[config.mk]
export PLATFORM = sky130hd
export DESIGN_NAME = serial_adder
export DESIGN_NICKNAME = d
export VERILOG_FILES = /design/src/rtl/serial_adder.sv
export SDC_FILE = /design/constraint.sdc
export NUM_CORES = 1
export LEC_CHECK = 0
export ABC_AREA = 1
export CAP_MARGIN = 15
export CORE_MARGIN = 2
export CORE_UTILIZATION = 40
export DETAILED_ROUTE_END_ITERATION = 8
export MAX_ROUTING_LAYER = met4
export PLACE_DENSITY = 0.64
export SETUP_SLACK_MARGIN = 0.05
export SYNTH_ARGS = -nofsm -noshare
export SYNTH_HDL_FRONTEND = slang
export SYNTH_SLANG_ARGS = --single-unit
export TNS_END_PERCENT = 100
[constraint.sdc]
create_clock -name clk -period 1.2 [get_ports clk]
set_input_delay 0.24 -clock clk [delete_from_list [all_inputs] [get_ports clk]]
set_output_delay 0.24 -clock clk [all_outputs]
set_load 0.05 [all_outputs]
[src/rtl/serial_adder.sv]
// Bit-serial LSB-first adder: one full-adder cell plus a carry flip-flop, one bit per clock.
// Define SERIAL_ADDER_OVF_EN to add the registered signed-overflow output ovf.
module serial_adder #(
  parameter int N = 8
) (
  input  logic         clk,
  input  logic         rst,
  input  logic         start,
  input  logic [N-1:0] a,
  input  logic [N-1:0] b,
  input  logic         ci,
  output logic         busy,
  output logic         done,
  output logic [N-1:0] s,
  output logic         co
`ifdef SERIAL_ADDER_OVF_EN
  ,
  output logic         ovf
`endif
);

  typedef enum logic [1:0] {IDLE, RUN, DONE} state_t;

  localparam int CW = (N > 1) ? $clog2(N) : 1;

  state_t         state;
  logic [N-1:0]   sa;
  logic [N-1:0]   sb;
  logic [N-1:0]   res;
  logic           carry;
  logic [CW-1:0]  cnt;

  logic           sum_bit;
  logic           carry_next;
  logic [N-1:0]   res_next;

  // Full-adder cell on the operand LSBs; the sum bit enters the result at the MSB.
  always_comb begin
    sum_bit    = sa[0] ^ sb[0] ^ carry;
    carry_next = (sa[0] & sb[0]) | (sa[0] & carry) | (sb[0] & carry);
    res_next   = (res >> 1) | (N'(sum_bit) << (N - 1));
  end

  // NOTE: state uses non-blocking assignments so every register samples pre-edge values.
  always_ff @(posedge clk) begin
    if (rst) begin
      state <= IDLE;
      busy  <= 1'b0;
      done  <= 1'b0;
      s     <= '0;
      co    <= 1'b0;
      sa    <= '0;
      sb    <= '0;
      res   <= '0;
      carry <= 1'b0;
      cnt   <= '0;
`ifdef SERIAL_ADDER_OVF_EN
      ovf   <= 1'b0;
`endif
    end else begin
      case (state)
        IDLE: begin
          done <= 1'b0;
          if (start) begin
            sa    <= a;
            sb    <= b;
            carry <= ci;
            cnt   <= '0;
            busy  <= 1'b1;
            state <= RUN;
          end
        end
        RUN: begin
          sa    <= sa >> 1;
          sb    <= sb >> 1;
          res   <= res_next;
          carry <= carry_next;
          cnt   <= cnt + 1'b1;
          if (cnt == CW'(N - 1)) begin
            // Last bit: publish the complete result together with the final carry.
            s     <= res_next;
            co    <= carry_next;
`ifdef SERIAL_ADDER_OVF_EN
            ovf   <= carry ^ carry_next;
`endif
            busy  <= 1'b0;
            done  <= 1'b1;
            state <= DONE;
          end
        end
        DONE: begin
          done  <= 1'b0;
          state <= IDLE;
        end
        default: begin
          busy  <= 1'b0;
          done  <= 1'b0;
          state <= IDLE;
        end
      endcase
    end
  end

endmodule

==> impl_metrics.ini <==
[status]
status = complete, no violations

[cts]
insertion_delay_ps = 300
cts_buffer_depth = 2
cts_sinks = 40
cts-root-buf = clkbuf_8
htreeDepth = 2
cts_tree = done
path_clk_slew_ps = 90
cts_buffers = 5

[timing]
period_share_pct = 94.9
hold_viol = 0
fin_skew_ps = 6.26
drv_slew = 0
rsz0062_at_grt = true
min_period_ps = 1140
fmax_mhz = 878
setup_viol = 0
tightestPinTransition_ps = 281
max_slew_margin_pct = 81.2
hold_ws_ps = 486

[global_routing]
grt_use_total_pct = 17.5
grt_max_degree = 28
grt_pass1_vias = 1587
grt_overflow = 0
antenna_found_initial = 0
grt_pass1_wl_um = 6830

[power_and_ir_drop]
switching_share_pct = 26.7
p_per_area_nw_per_um2 = 1190
power.total_mw = 3.16
pwr-share-seq_pct = 46.1
leakage_nw = 1.18
combPwrFrac_pct = 17.9
p_int_mw = 2.32
clockPowerShare_pct = 35.9
switching_power_uw = 845
peakVddDrop_uv = 737

[yosys]
yosysTopAreaCellShare_pct = 44.3
yosys-top-cells-area = dfxtp_1, nand3_1, nand2_1
ys_seq_area_share_pct = 44.3
synth_top_area_cell = dfxtp_1
ys_ff_latch = 40
syn_inst = 261
syn_area_um2 = 1810
avgSynthCellArea_um2 = 6.93
yosysUniqueCellTypes = 17
syn_nets = 284
ys_warn_count = 0

[finish]
finish.utilization_pct = 61.1
design_area_um2 = 2660
fillers = 384
synthToLayoutAreaGrowth_pct = 47.2
drive_above_1_share_pct = 22.4
final_cell_mix = nand2_1, nand3_1, dfxtp_1
layout.nets = 326
layout_commonest_cell = nand2_1
diodes = 0

[detailed_routing]
dr.pass1.iters = 4
avgViaCountPerCell = 4.88
dr_total_vias = 1739
ant_nets = 0
totalWireLength_um = 4160
wl_per_cell_um = 11.7
drtIter0Drc = 51
drc = 0

[setup_path]
crit_slowest_cell = fa_2
crit_family = adder cells
cp.arrival_ps = 1380
critPathBufInv = 0
critical_path_class = reg2reg
crit_path_max_fanout = 2
crit_chain = fa_2 > o21ai_1 > nor2_1
slowest_delay_ps = 600
cp-start-kind = flip-flop
worst_setup_path_end_kind = flip-flop
required_ps = 1440

[place]
globalplace.congestion = 0.760
place_area_um2 = 2390
hpwl_um = 2800
port_buffers = 30

[hold_path]
worstHoldPathType = reg2reg

[floorplanning]
die-area_um2 = 5080
rows = 24
die_y_um = 71.3
core-area_um2 = 4350
fp.dieW_um = 71.3
io_pins = 31
start_util_pct = 41.6

[run]
drv_cap = 0
[per-layer routing]
layer,GRT usage (%),vias to the layer above,share of wire (%)
met5,-,-,0
met3,3.52,5,3.5
li1,-,906,-
met1,21.1,804,47
met4,7.55,0,1.3
met2,28.4,24,48
[repair_timing]
action | CTS | global route
pin swaps | 1 | 5
hold buffers | 0 | 0
setup buffers | 2 | 0
endpoints found under the setup margin | 30 | 32
gates cloned | 0 | 1
gates resized for setup | 7 | 31
[area by class of cell]
cell class              count  area, um^2  share of cell area, %
clock buffers               5        68.8                   2.58
flip-flops and latches     40         811                   30.5
clock inverters             3        46.3                   1.74
multi-input cells         169         883                   33.2
well taps                  52        65.1                   2.44
inverters                  36         138                   5.17
repair buffers             51         651                   24.4
[final timing paths]
kind / start / to / slack [ps] / cells past startpoint
worst max-delay path: sb[0] / res[7] / 60 / 3
worst min-delay path: sa[7] / sa[7] / 490 / 2
worst max register to register: sb[0] / res[7] / 60 / 3
worst min register to register: sa[7] / sa[7] / 490 / 2
[cells by family (layout without fill, tap and decap cells)]
family | count (synthesis) | in the layout | share of synthesized area [%]
AOI/OAI and AO/OA | 22 | 22 | 6.09
adders and majority gates | 3 | 3 | 2.49
buffers and inverters | 52 | 95 | 11.9
DFF | 40 | 40 | 44.3
and+or+nand+nor | 144 | 144 | 35.3
[power groups by stage]
stage,sequential (mW),clock (mW),combinational (mW)
2_1_floorplan,1.48,0,0.313
3_3_place_gp,1.48,0,0.500
3_5_place_dp,1.48,0,0.504
4_1_cts,1.46,1.17,0.523
5_1_grt,1.47,1.22,0.639
6_report,1.46,1.14,0.567
[cells in the mapped netlist, drive strengths merged]
cell type and n:
nand3b 3, nor2 32, nand3 43, dfxtp 40, fa 1, a21oi 11
buf 12, ha 2, nand2 50, o21ai 11, inv 36, clkbuf 4
nor3 16
[sequential cells by signal, summed over array words and instances (netlist names)]
name   cells
busy       1
carry      1
cnt        3
co         1
done       1
res        7
s          8
sa         8
sb         8
state      2
[metrics by stage]
stage | worst slack [ps] | TNS, ps | cells
floorplan | 50.5 | 0 | 261
global placement | -128 | -3410 | 345
detailed placement | -164 | -3930 | 345
CTS | 54.3 | 0 | 355
global route | -7.27 | -19.3 | 356
finish | 60.9 | 0 | 356
[tightest hold or removal path, delay by kind of cell, from the launching register on]
kind / cells / cell delay (ps)
and+or+nand+nor: 1 / 70
DFF: 1 / 320
AOI/OAI and AO/OA: 1 / 60
(Power assumes the default switching activity.)
